`config.mk`:
```
export PLATFORM = sky130hd
export DESIGN_NAME = xadc_drp_scan_sequencer
export DESIGN_NICKNAME = d
export VERILOG_FILES = /design/src/rtl/xadc_pkg.sv /design/src/rtl/xadc_sample_fifo.sv /design/src/rtl/xadc_drp_scan_sequencer.sv
export SDC_FILE = /design/constraint.sdc
export NUM_CORES = 1
export LEC_CHECK = 0
export CORE_ASPECT_RATIO = 0.8
export CORE_UTILIZATION = 40
export CTS_BUF_LIST = sky130_fd_sc_hd__clkbuf_16
export DETAILED_ROUTE_END_ITERATION = 10
export PLACE_DENSITY = 0.57
export SYNTH_ARGS = -nofsm -noshare
export SYNTH_HDL_FRONTEND = slang
export SYNTH_SLANG_ARGS = --single-unit
export TNS_END_PERCENT = 50
```
`constraint.sdc`:
```
create_clock -name xadc_dclk -period 3.85 [get_ports xadc_dclk]
set_input_delay 0.77 -clock xadc_dclk [delete_from_list [all_inputs] [get_ports xadc_dclk]]
set_output_delay 0.77 -clock xadc_dclk [all_outputs]
set_load 0.02 [all_outputs]
```
`src/rtl/xadc_pkg.sv`:
```
`default_nettype none
// ============================================================================
//  xadc_pkg
//  Shared DRP address map, timeout, FSM encoding and FIFO word layout.
//  Revision: 1.0
// ============================================================================
package xadc_pkg;

   typedef logic [6:0] xadc_drp_addr_t;

   localparam xadc_drp_addr_t XADC_ADDR_VAUX0  = 7'h10;
   localparam xadc_drp_addr_t XADC_ADDR_VAUX1  = 7'h11;
   localparam xadc_drp_addr_t XADC_ADDR_VAUX2  = 7'h12;
   localparam xadc_drp_addr_t XADC_ADDR_VAUX3  = 7'h13;
   localparam xadc_drp_addr_t XADC_ADDR_VAUX4  = 7'h14;
   localparam xadc_drp_addr_t XADC_ADDR_VAUX5  = 7'h15;
   localparam xadc_drp_addr_t XADC_ADDR_VAUX6  = 7'h16;
   localparam xadc_drp_addr_t XADC_ADDR_VAUX7  = 7'h17;
   localparam xadc_drp_addr_t XADC_ADDR_VAUX8  = 7'h18;
   localparam xadc_drp_addr_t XADC_ADDR_VAUX9  = 7'h19;
   localparam xadc_drp_addr_t XADC_ADDR_VAUX10 = 7'h1A;
   localparam xadc_drp_addr_t XADC_ADDR_VAUX11 = 7'h1B;
   localparam xadc_drp_addr_t XADC_ADDR_VAUX12 = 7'h1C;
   localparam xadc_drp_addr_t XADC_ADDR_VAUX13 = 7'h1D;
   localparam xadc_drp_addr_t XADC_ADDR_VAUX14 = 7'h1E;
   localparam xadc_drp_addr_t XADC_ADDR_VAUX15 = 7'h1F;

   localparam int XADC_DRP_TIMEOUT = 255;

   typedef logic [1:0] fsm_state_t;
   localparam fsm_state_t ST_IDLE  = 2'd0;
   localparam fsm_state_t ST_ISSUE = 2'd1;
   localparam fsm_state_t ST_WAIT  = 2'd2;

   // tid is not stored: it is tdata[15:12]
   typedef struct packed {
      logic        spare;
      logic        tuser;
      logic        tlast;
      logic [15:0] tdata;
   } sample_t;

   localparam int XADC_SAMPLE_W = $bits(sample_t);

endpackage
`default_nettype wire

```
`src/rtl/xadc_sample_fifo.sv`:
```
`default_nettype none
// ============================================================================
//  xadc_sample_fifo
//  Synchronous first-word-fall-through FIFO with a free-entry count.
//  Revision: 1.0
// ============================================================================
module xadc_sample_fifo
   import xadc_pkg::*;
#(
   parameter int WIDTH = XADC_SAMPLE_W,
   parameter int DEPTH = 16
)(
   input  logic                     clk,
   input  logic                     rst,
   input  logic                     i_wr_en,
   input  logic [WIDTH-1:0]         i_wr_data,
   output logic                     o_full,
   input  logic                     i_rd_en,
   output logic [WIDTH-1:0]         o_rd_data,
   output logic                     o_empty,
   output logic [$clog2(DEPTH):0]   o_free
);

   localparam int c_AW = $clog2(DEPTH);

   logic [WIDTH-1:0] r_mem [DEPTH];
   logic [c_AW-1:0]  r_wr_ptr;
   logic [c_AW-1:0]  r_rd_ptr;
   logic [c_AW:0]    r_count;
   logic             w_push;
   logic             w_pop;

   assign o_full    = (r_count == (c_AW+1)'(DEPTH));
   assign o_empty   = (r_count == '0);
   assign o_free    = (c_AW+1)'(DEPTH) - r_count;
   assign o_rd_data = r_mem[r_rd_ptr];
   assign w_push    = i_wr_en && !o_full;
   assign w_pop     = i_rd_en && !o_empty;

   always_ff @(posedge clk) begin
      if (w_push) begin
         r_mem[r_wr_ptr] <= i_wr_data;
      end
   end

   always_ff @(posedge clk) begin
      if (rst) begin
         r_wr_ptr <= '0;
         r_rd_ptr <= '0;
         r_count  <= '0;
      end else begin
         if (w_push) begin
            r_wr_ptr <= r_wr_ptr + 1'b1;
         end
         if (w_pop) begin
            r_rd_ptr <= r_rd_ptr + 1'b1;
         end
         case ({w_push, w_pop})
            2'b10:   r_count <= r_count + 1'b1;
            2'b01:   r_count <= r_count - 1'b1;
            default: r_count <= r_count;
         endcase
      end
   end

endmodule
`default_nettype wire

```
`src/rtl/xadc_drp_scan_sequencer.sv`:
```
`default_nettype none
// ============================================================================
//  xadc_drp_scan_sequencer
//  Reads a list of XADC DRP registers on each (decimated) EOS and streams
//  channel-tagged samples over AXI-Stream with scan framing and overflow count.
//  Revision: 1.0
// ============================================================================
module xadc_drp_scan_sequencer
   import xadc_pkg::*;
#(
   parameter int                              NUM_CHANNELS  = 2,
   parameter xadc_drp_addr_t [0:NUM_CHANNELS-1] CHANNEL_ADDRS = {XADC_ADDR_VAUX12, XADC_ADDR_VAUX4},
   parameter int                              FIFO_DEPTH    = 16,
   parameter int                              DECIMATION    = 1
)(
   input  logic        xadc_dclk,
   input  logic        xadc_reset,
   input  logic        enable,
   input  logic        xadc_eos,
   output logic [6:0]  xadc_daddr,
   output logic        xadc_den,
   input  logic        xadc_drdy,
   input  logic [15:0] xadc_do,
   output logic        sample_stream_tvalid,
   input  logic        sample_stream_tready,
   output logic [15:0] sample_stream_tdata,
   output logic [3:0]  sample_stream_tid,
   output logic        sample_stream_tlast,
   output logic        sample_stream_tuser,
   output logic [1:0]  sample_stream_tkeep,
   output logic        sample_stream_tdest,
   output logic [15:0] overflow_count,
   output logic        busy
);

   localparam int                 c_CNT_W        = $clog2(FIFO_DEPTH) + 1;
   localparam logic [3:0]         c_LAST_IDX     = 4'(NUM_CHANNELS - 1);
   localparam logic [15:0]        c_DEC_LAST     = 16'(DECIMATION - 1);
   localparam logic [7:0]         c_WAIT_LAST    = 8'(XADC_DRP_TIMEOUT - 1);
   localparam logic [c_CNT_W-1:0] c_SCAN_ENTRIES = c_CNT_W'(NUM_CHANNELS);

   fsm_state_t         r_state;
   logic [3:0]         r_idx;
   xadc_drp_addr_t     r_daddr;
   logic [7:0]         r_wait_cnt;
   logic [15:0]        r_dec_cnt;
   logic [15:0]        r_ovf_cnt;

   logic               w_eos_idle;
   logic               w_trigger;
   logic               w_accept;
   logic               w_drop;
   logic               w_eos_busy;
   logic               w_timeout;
   logic               w_chan_done;
   logic               w_last;
   logic [3:0]         w_next_idx;
   xadc_drp_addr_t     w_next_addr;
   sample_t            w_wr_sample;
   logic [c_CNT_W-1:0] w_fifo_free;
   logic [XADC_SAMPLE_W-1:0] w_rd_word;
   logic               w_fifo_empty;
   logic               w_fifo_full;
   logic               w_unused;

   assign w_eos_idle  = (r_state == ST_IDLE) && enable && xadc_eos;
   assign w_trigger   = w_eos_idle && (r_dec_cnt == c_DEC_LAST);
   // Space for the whole scan is reserved up front so no scan is ever partial
   assign w_accept    = w_trigger && (w_fifo_free >= c_SCAN_ENTRIES);
   assign w_drop      = w_trigger && !w_accept;
   assign w_eos_busy  = xadc_eos && (r_state != ST_IDLE);
   assign w_timeout   = (r_state == ST_WAIT) && !xadc_drdy && (r_wait_cnt == c_WAIT_LAST);
   assign w_chan_done = (r_state == ST_WAIT) && (xadc_drdy || w_timeout);
   assign w_last      = (r_idx == c_LAST_IDX);
   assign w_next_idx  = (r_state == ST_IDLE) ? 4'd0 : r_idx + 4'd1;

   always_comb begin
      w_next_addr = CHANNEL_ADDRS[0];
      for (int i = 0; i < NUM_CHANNELS; i++) begin
         if (4'(i) == w_next_idx) begin
            w_next_addr = CHANNEL_ADDRS[i];
         end
      end
   end

   always_comb begin
      w_wr_sample.spare = 1'b0;
      w_wr_sample.tuser = w_timeout;
      w_wr_sample.tlast = w_last;
      w_wr_sample.tdata = w_timeout ? {r_idx, 12'hFFF} : {r_idx, xadc_do[15:4]};
   end

   always_ff @(posedge xadc_dclk) begin
      if (xadc_reset) begin
         r_state    <= ST_IDLE;
         r_idx      <= '0;
         r_daddr    <= '0;
         r_wait_cnt <= '0;
      end else begin
         case (r_state)
            ST_IDLE: begin
               if (w_accept) begin
                  r_state <= ST_ISSUE;
                  r_idx   <= w_next_idx;
                  r_daddr <= w_next_addr;
               end
            end
            ST_ISSUE: begin
               r_state    <= ST_WAIT;
               r_wait_cnt <= '0;
            end
            ST_WAIT: begin
               if (w_chan_done) begin
                  if (w_last) begin
                     r_state <= ST_IDLE;
                  end else begin
                     r_state <= ST_ISSUE;
                     r_idx   <= w_next_idx;
                     r_daddr <= w_next_addr;
                  end
               end else begin
                  r_wait_cnt <= r_wait_cnt + 8'd1;
               end
            end
            default: r_state <= ST_IDLE;
         endcase
      end
   end

   always_ff @(posedge xadc_dclk) begin
      if (xadc_reset) begin
         r_dec_cnt <= '0;
         r_ovf_cnt <= '0;
      end else begin
         if (w_eos_idle) begin
            r_dec_cnt <= (r_dec_cnt == c_DEC_LAST) ? 16'd0 : r_dec_cnt + 16'd1;
         end
         if ((w_drop || w_eos_busy) && (r_ovf_cnt != 16'hFFFF)) begin
            r_ovf_cnt <= r_ovf_cnt + 16'd1;
         end
      end
   end

   xadc_sample_fifo #(
      .WIDTH (XADC_SAMPLE_W),
      .DEPTH (FIFO_DEPTH)
   ) u_fifo (
      .clk       (xadc_dclk),
      .rst       (xadc_reset),
      .i_wr_en   (w_chan_done),
      .i_wr_data (w_wr_sample),
      .o_full    (w_fifo_full),
      .i_rd_en   (sample_stream_tready),
      .o_rd_data (w_rd_word),
      .o_empty   (w_fifo_empty),
      .o_free    (w_fifo_free)
   );

   assign xadc_den             = (r_state == ST_ISSUE);
   assign xadc_daddr           = r_daddr;
   assign busy                 = (r_state != ST_IDLE);
   assign overflow_count       = r_ovf_cnt;
   assign sample_stream_tvalid = !w_fifo_empty;
   assign sample_stream_tdata  = w_rd_word[15:0];
   assign sample_stream_tid    = w_rd_word[15:12];
   assign sample_stream_tlast  = w_rd_word[16];
   assign sample_stream_tuser  = w_rd_word[17];
   assign sample_stream_tkeep  = 2'b11;
   assign sample_stream_tdest  = 1'b0;

   assign w_unused = ^{xadc_do[3:0], w_rd_word[18], w_fifo_full};

endmodule
`default_nettype wire
```
Word-level counts from Yosys, hierarchy flattened
Memory sizes are Yosys's and may differ from the RTL's. A register that Yosys moved wholly into a read port is not among the register bits.
Index checks and enable logic that the tools add are counted.
{ "totals": {"memories": 1, "out_inout_bits": 51, "register_bits": 66, "word_cells": 84, "mem_bits_rw": 288} }
{ "op_classes": {"muxes": 23, "n_lt_le_gt_ge": 1, "n_reduce_logical": 28, "eq_ne": 13, "n_addsub": 9} }
{ "mem_list": {"columns": ["memory", "depth", "width", "rd", "rd_ports_with_merged_regs", "write_ports", "line", "text"], "rows": [
  ["u_fifo.r_mem", 16, 18, 1, 1, 1, "xadc_sample_fifo.sv:26", "logic [WIDTH-1:0] r_mem [DEPTH];"]
]} }
{ "ops": {"columns": ["operator", "count"], "rows": [
  ["16-bit by 1-bit adder with 16-bit output (second input constant)", 2],
  ["4-bit two-way mux", 7],
  ["7-bit two-way mux", 3],
  ["16-bit logical NOT", 1],
  ["16-bit two-way mux", 1],
  ["16-bit inequality test (second input constant)", 1],
  ["8-bit case mux with 2 select lines", 1],
  ["7-bit case mux with 2 select lines", 1],
  ["4-bit by 1-bit adder with 4-bit output (second input constant)", 3],
  ["1-bit logical AND", 12],
  ["12-bit two-way mux", 1],
  ["5-bit case mux with 2 select lines", 1],
  ["8-bit by 1-bit adder with 8-bit output (second input constant)", 1],
  ["8-bit == test (second input constant)", 1],
  ["8-bit two-way mux", 1],
  ["4-bit case mux with 2 select lines", 1],
  ["2-bit nonzero test", 4],
  ["2-bit inequality test (second input constant)", 3],
  ["2-bit case mux with 3 select lines", 1],
  ["5-bit by 1-bit adder with 5-bit output (second input constant)", 1],
  ["5-bit == test (second input constant)", 1],
  ["5-bit by 2-bit >= comparator with 1-bit output (second input constant)", 1],
  ["5-bit logical NOT", 1],
  ["5-bit by 1-bit subtractor with 5-bit output (second input constant)", 1],
  ["13 further kinds", 23]
]} }

Depth between registers and ports, before layout
{ "depth": {"depth_word": 9, "ltp_mapped": 17, "depth_no_buf": 15} }

By module
From an unflattened synthesis, not the netlist that was laid out.
{ "unflattened": {"hier_cells": 863, "area_unflattened_um2": 15061.9} }
{ "modules_own_cells": {"columns": ["mod", "seq_area_each_um2", "n_inst", "area_per_inst_um2", "cells_per_inst"], "rows": [
  ["xadc_sample_fifo", 9469.1, 1, 12391.9, 545],
  ["xadc_drp_scan_sequencer", 960.9, 1, 2670.1, 318]
]} }

Worst setup path after synthesis
OpenSTA, ideal clock, no wires.
{ "synth_timing": {"path_kind": "register to register", "from": "register u_fifo.r_count[1]", "to": "register u_fifo.r_count[4]", "stages_incl_launch_ff": 17, "path_slack_ps": 537, "required_ps": 3722, "n_path_buf": 2, "arrival_time_ps": 3186, "cell_sequence": "dfxtp_1 clkbuf_1 inv_1 ha_1 and2_1 ha_1 nor3_1 inv_1 ha_1 clkbuf_1 xor2_1 ha_1 a21oi_1 a32oi_1 a21oi_1 xnor2_1 nor2_1"} }
{ "synth_between": {"elab_chain_cells": 5} }
{ "synth_rtl": {"columns": ["element", "line", "text"], "rows": [
  ["start, declared", "xadc_sample_fifo.sv:29", "logic [c_AW:0] r_count;"],
  ["start signal, assigned", "xadc_sample_fifo.sv:59", "2'b10: r_count <= r_count + 1'b1;"],
  ["start signal, assigned", "xadc_sample_fifo.sv:60", "2'b01: r_count <= r_count - 1'b1;"],
  ["start signal, assigned", "xadc_sample_fifo.sv:61", "default: r_count <= r_count;"],
  ["5-bit == test or 5-bit logical NOT (tied branches)", "xadc_sample_fifo.sv:33, xadc_sample_fifo.sv:34", null],
  ["1-bit logical NOT (on tied branches)", "xadc_sample_fifo.sv:37, xadc_sample_fifo.sv:38", null],
  ["1-bit logical AND (on tied branches)", "xadc_sample_fifo.sv:37, xadc_sample_fifo.sv:38", null],
  ["2-bit by 1-bit == test with 1-bit output or 2-bit == test (tied branches)", "xadc_sample_fifo.sv:58", "case ({w_push, w_pop})"],
  ["5-bit case mux with 2 select lines or 2-bit nonzero test (tied branches)", null, null]
]} }
Parallel ways exist; a longest one is shown, timed or not.
A chain may end at the register's enable or synchronous reset.

==> impl_metrics.prom <==
# TYPE chip_impl_metric gauge
chip_impl_metric{name="synth_edf_count",unit=""} 288
chip_impl_metric{name="die_area",unit="sq um"} 36600
chip_impl_metric{name="netlist.area_leader.share",unit="%"} 60.4
chip_impl_info{name="cts_root_buf",value="sky130_fd_sc_hd__clkbuf_16"} 1
chip_impl_metric{name="layout_min_cycle_time",unit="ns"} 3.60
chip_impl_metric{name="synth.mux.area_fraction",unit="%"} 14.5
chip_impl_info{name="cp_cell_sequence",value="buf_4 > mux4_2 > mux4_2 > clkdlybuf4s50_1"} 1
chip_impl_metric{name="final_min_period_over_clock_period",unit="%"} 93.5
chip_impl_metric{name="timing_hold_violations_final",unit=""} 0
chip_impl_metric{name="post_synth_adder_cell_area",unit="%"} 1.66
chip_impl_metric{name="number_of_maximum_capacitance_constraint_violations",unit=""} 0
chip_impl_metric{name="setup_viol_count_final",unit=""} 0
chip_impl_metric{name="cp_num_cells",unit=""} 4
chip_impl_metric{name="placementRows",unit=""} 61
chip_impl_metric{name="critical_path_arrival",unit="ns"} 2.83
chip_impl_metric{name="fmax",unit="GHz"} 0.278
chip_impl_metric{name="numCtsBuffers",unit=""} 38
chip_impl_metric{name="dr.first_iter.drc_count",unit=""} 583
chip_impl_info{name="synth_top_flop_cell",value="sky130_fd_sc_hd__edfxtp_1"} 1
chip_impl_metric{name="grt_pass1_wl",unit="um"} 45500
chip_impl_metric{name="dp_hpwl",unit="um"} 17800
chip_impl_metric{name="area_delta_synth_final",unit="%"} 18.2
chip_impl_info{name="synthDominantAreaCellType",value="sky130_fd_sc_hd__edfxtp_1"} 1
chip_impl_info{name="cts_tree",value="built"} 1
chip_impl_metric{name="wl_per_cell",unit="um"} 21.1
chip_impl_info{name="critPathLaunchType",value="flop"} 1
chip_impl_metric{name="diodes",unit=""} 0
chip_impl_metric{name="number_of_sinks_on_the_clock_net",unit=""} 353
chip_impl_info{name="cp-end-kind",value="output pin"} 1
chip_impl_metric{name="die_w",unit="um"} 214
chip_impl_metric{name="routabilityCongestion",unit=""} 0.743
chip_impl_metric{name="holdPathStages",unit=""} 2
chip_impl_metric{name="worst_slew_margin_relative_to_its_limit",unit="%"} 22.8
chip_impl_metric{name="utilization",unit="%"} 48.4
chip_impl_metric{name="finish.net_count",unit=""} 972
chip_impl_metric{name="hold-worst-slack",unit="ns"} 0.483
chip_impl_metric{name="critical-path-max-stage-delay",unit="ns"} 0.61
chip_impl_metric{name="tightestPinTransition",unit="ns"} 1.15
chip_impl_metric{name="io_pins",unit=""} 73
chip_impl_metric{name="share_of_post_route_cells_with_drive_strength_above_1",unit="%"} 22.2
chip_impl_metric{name="totalNegativeSetupSlack",unit="ns"} 0
chip_impl_metric{name="yosysUniqueCellTypes",unit=""} 53
chip_impl_metric{name="cts-root-to-sink-buffers",unit=""} 3
chip_impl_info{name="main_combinational_cell_family_by_area_after_synthesis",value="multiplexers"} 1
chip_impl_metric{name="synth_xor_area_share",unit="%"} 1.96
chip_impl_metric{name="detail_route.wirelength",unit="um"} 30100
chip_impl_metric{name="clock_skew",unit="ns"} 0.0253
chip_impl_metric{name="final.fill_count",unit=""} 2969
chip_impl_metric{name="globalRoute.totalOverflow",unit=""} 0
chip_impl_metric{name="dr_total_vias",unit=""} 7522
chip_impl_info{name="worst_path_dominant_cell_family",value="multiplexers"} 1
chip_impl_info{name="rsz0062_at_grt",value="false"} 1
chip_impl_metric{name="ys_ff_latch",unit=""} 353
chip_impl_metric{name="drc_violation_count_after_routing",unit=""} 0
chip_impl_metric{name="insertion_delay",unit="ns"} 0.53
chip_impl_info{name="synth.top_cells.by_area",value="sky130_fd_sc_hd__edfxtp_1, sky130_fd_sc_hd__mux4_2, sky130_fd_sc_hd__dfxtp_1"} 1
chip_impl_metric{name="synth-seq-area-share",unit="%"} 69.4
chip_impl_metric{name="synth.cell_area",unit="sq um"} 14300
chip_impl_metric{name="numPortBuffers",unit=""} 61
chip_impl_metric{name="post_layout_nonfiller_instances",unit=""} 1429
chip_impl_metric{name="synthArstFlopShare",unit="%"} 0
chip_impl_metric{name="syn_area_per_cell",unit="sq um"} 17.3
chip_impl_metric{name="antenna_found_initial",unit=""} 0
chip_impl_metric{name="crit_path_max_fanout",unit=""} 26
chip_impl_metric{name="worst_ep_required_time",unit="ns"} 3.08
chip_impl_metric{name="reg2reg_depth",unit=""} 10
chip_impl_info{name="cpMaxStageDelayCell",value="sky130_fd_sc_hd__dfxtp_4"} 1
chip_impl_metric{name="totalPowerFinal",unit="uW"} 9110
chip_impl_info{name="run_status",value="complete, no violations"} 1
chip_impl_metric{name="synth-compound-area-share",unit="%"} 2.77
chip_impl_metric{name="grt_pass1_vias",unit=""} 7414
chip_impl_metric{name="post_synth_and_or_nand_nor_area_fraction",unit="%"} 7.46
chip_impl_metric{name="htree_levels",unit=""} 2
chip_impl_info{name="hp-class",value="reg2reg"} 1
chip_impl_metric{name="initial_core_util",unit="%"} 40.9
chip_impl_info{name="worst-setup-path-type",value="reg2out"} 1
chip_impl_metric{name="power_density",unit="nW/um^2"} 538
chip_impl_metric{name="power_leakage",unit="uW"} 0.00541
chip_impl_metric{name="design.core.area",unit="sq um"} 35000
chip_impl_metric{name="post_drt_via_cell_ratio",unit=""} 5.26
chip_impl_metric{name="max-vdd-ir-drop",unit="V"} 0.000325
chip_impl_info{name="critical_path.most_common_cell",value="sky130_fd_sc_hd__mux4_2"} 1
chip_impl_metric{name="drv_slew",unit=""} 0
chip_impl_metric{name="ys_warn_count",unit=""} 0
chip_impl_metric{name="post-place-cells",unit=""} 1361
chip_impl_metric{name="drt_pre_antenna_iters",unit=""} 5
chip_impl_metric{name="worst_setup_hold_path_clk_slew",unit="ns"} 0.06
chip_impl_metric{name="hold_buffers",unit=""} 0
chip_impl_metric{name="floorplan.die.height",unit="um"} 171
chip_impl_metric{name="detail-route-antenna-nets",unit=""} 0
chip_impl_metric{name="critical_path.n_buffers_inverters",unit=""} 2
chip_impl_metric{name="grt_start_max_net_pins",unit=""} 29
chip_impl_metric{name="synth_cells",unit=""} 828
chip_impl_metric{name="grt.total_usage",unit="%"} 17.0
[cell usage in the layout, fill, tap and decap left out, types with 3 or more instances in the layout]
| master | synthesis | routed |
|---|---|---|
| sky130_fd_sc_hd__xnor2_1 | 10 | 10 |
| sky130_fd_sc_hd__and2_1 | 19 | 19 |
| sky130_fd_sc_hd__nand3_1 | 13 | 13 |
| sky130_fd_sc_hd__o21ai_0 | 11 | 11 |
| sky130_fd_sc_hd__mux2i_1 | 3 | 3 |
| sky130_fd_sc_hd__mux4_2 | 90 | 90 |
| sky130_fd_sc_hd__or3_1 | 8 | 8 |
| sky130_fd_sc_hd__or4_1 | 8 | 8 |
| sky130_fd_sc_hd__clkbuf_16 | 0 | 39 |
| sky130_fd_sc_hd__nand2b_1 | 4 | 4 |
| sky130_fd_sc_hd__and3_1 | 5 | 5 |
| sky130_fd_sc_hd__dfxtp_1 | 65 | 62 |
| sky130_fd_sc_hd__o31ai_1 | 7 | 7 |
| sky130_fd_sc_hd__or2_2 | 12 | 12 |
| sky130_fd_sc_hd__clkinv_1 | 0 | 9 |
| sky130_fd_sc_hd__nor2b_1 | 5 | 5 |
| sky130_fd_sc_hd__and4_1 | 4 | 4 |
| sky130_fd_sc_hd__nand2_1 | 26 | 26 |
| sky130_fd_sc_hd__edfxtp_1 | 288 | 288 |
| sky130_fd_sc_hd__buf_12 | 0 | 7 |
| sky130_fd_sc_hd__conb_1 | 2 | 7 |
| sky130_fd_sc_hd__a21oi_1 | 29 | 29 |
| sky130_fd_sc_hd__nand4_1 | 13 | 13 |
| sky130_fd_sc_hd__nor4_1 | 7 | 7 |
| sky130_fd_sc_hd__clkdlybuf4s50_1 | 0 | 61 |
| sky130_fd_sc_hd__buf_4 | 13 | 38 |
| sky130_fd_sc_hd__xor2_1 | 22 | 22 |
| sky130_fd_sc_hd__bufinv_16 | 0 | 3 |
| sky130_fd_sc_hd__a31oi_1 | 3 | 3 |
| sky130_fd_sc_hd__ha_1 | 19 | 19 |
| sky130_fd_sc_hd__nor3_1 | 6 | 5 |
| sky130_fd_sc_hd__nor3b_1 | 7 | 6 |
| sky130_fd_sc_hd__clkinv_2 | 0 | 7 |
| sky130_fd_sc_hd__nor2_1 | 54 | 54 |
| sky130_fd_sc_hd__inv_1 | 18 | 22 |
[flip-flops by register name, indices dropped and copies added, names as in the netlist, named ones only]
register / count
u_fifo.r_mem: 288
overflow_count: 16
r_dec_cnt: 16
r_wait_cnt: 8
u_fifo.r_count: 5
r_idx: 4
u_fifo.r_rd_ptr: 4
u_fifo.r_wr_ptr: 4
r_state: 2
xadc_daddr: 2
[power by group]
| part | internal [uW] | switching (uW) |
|---|---|---|
| Sequential | 4170 | 73.7 |
| Combinational | 735 | 668 |
| Clock | 2040 | 1430 |
| Total | 6940 | 2170 |
[area by class of cell]
cell class / count / area, sq um / area share (%)
clock buffers: 39 / 976 / 5.76
clock inverters: 27 / 206 / 1.22
inverters: 18 / 67.6 / 0.399
multi-input cells: 414 / 4110 / 24.2
flip-flops and latches: 353 / 9960 / 58.8
well taps: 472 / 591 / 3.49
repair buffers: 106 / 1040 / 6.12
[Yosys cell counts, types with 6 or more instances]
cell,instances
sky130_fd_sc_hd__nor3_1,6
sky130_fd_sc_hd__or3_1,8
sky130_fd_sc_hd__ha_1,19
sky130_fd_sc_hd__nand4_1,13
sky130_fd_sc_hd__mux4_2,90
sky130_fd_sc_hd__edfxtp_1,288
sky130_fd_sc_hd__nand2_1,26
sky130_fd_sc_hd__o21ai_0,11
sky130_fd_sc_hd__xor2_1,22
sky130_fd_sc_hd__a21oi_1,29
sky130_fd_sc_hd__o31ai_1,7
sky130_fd_sc_hd__buf_4,13
sky130_fd_sc_hd__nor2_1,54
sky130_fd_sc_hd__or4_1,8
sky130_fd_sc_hd__or2_2,12
sky130_fd_sc_hd__inv_1,18
sky130_fd_sc_hd__nor3b_1,7
sky130_fd_sc_hd__clkbuf_1,23
sky130_fd_sc_hd__nor4_1,7
sky130_fd_sc_hd__dfxtp_1,65
sky130_fd_sc_hd__xnor2_1,10
sky130_fd_sc_hd__nand3_1,13
sky130_fd_sc_hd__and2_1,19
sky130_fd_sc_hd__buf_2,9
[metal layers]
| layer | wire length (um) | global-route usage, % |
|---|---|---|
| met5 | 0 | 0 |
| met4 | 494 | 4.66 |
| met3 | 1030 | 2.56 |
| met2 | 13900 | 26.2 |
| met1 | 14700 | 25.1 |
[tightest hold or removal path: cells and delay by family (launching register included)]
| kind | cells | cell delay [ns] |
|---|---|---|
| flops | 1 | 0.33 |
| simple gates | 1 | 0.06 |
| compound gates | 1 | 0.05 |
[path summary, 6_finish.rpt]
path | startpoint | endpoint | slack (ns)
min reg2reg | xadc_daddr[3] | xadc_daddr[3] | 0.48
max reg2reg | u_fifo.r_count[1] | overflow_count[9] | 0.52
min | xadc_daddr[3] | xadc_daddr[3] | 0.48
max | flop | sample_stream_tdata[15] | 0.25
[cells by family (layout without fill, tap and decap cells)]
family | count (synthesis) | count (layout)
AO/OA/AOI/OAI | 64 | 64
XOR/XNOR | 32 | 32
adder cells (fa/ha/maj) | 19 | 19
buffers and inverters | 66 | 190
flip-flops | 353 | 353
multiplexers | 95 | 95
other | 2 | 7
AND/OR/NAND/NOR | 197 | 197
[through the flow]
stage | worst slack, ns | area [sq um]
after global placement | 0.447 | 15700
after global routing | 0.146 | 16900
final | 0.249 | 16900
after detailed placement | 0.443 | 15700
after floorplan | 0.537 | 14300
after CTS | 0.0448 | 16900
[timing repair]
item	CTS	global route
buffers inserted	0	2
resized for setup	0	0
setup endpoints to repair	0	3
Power figures use the tool's default switching activity.
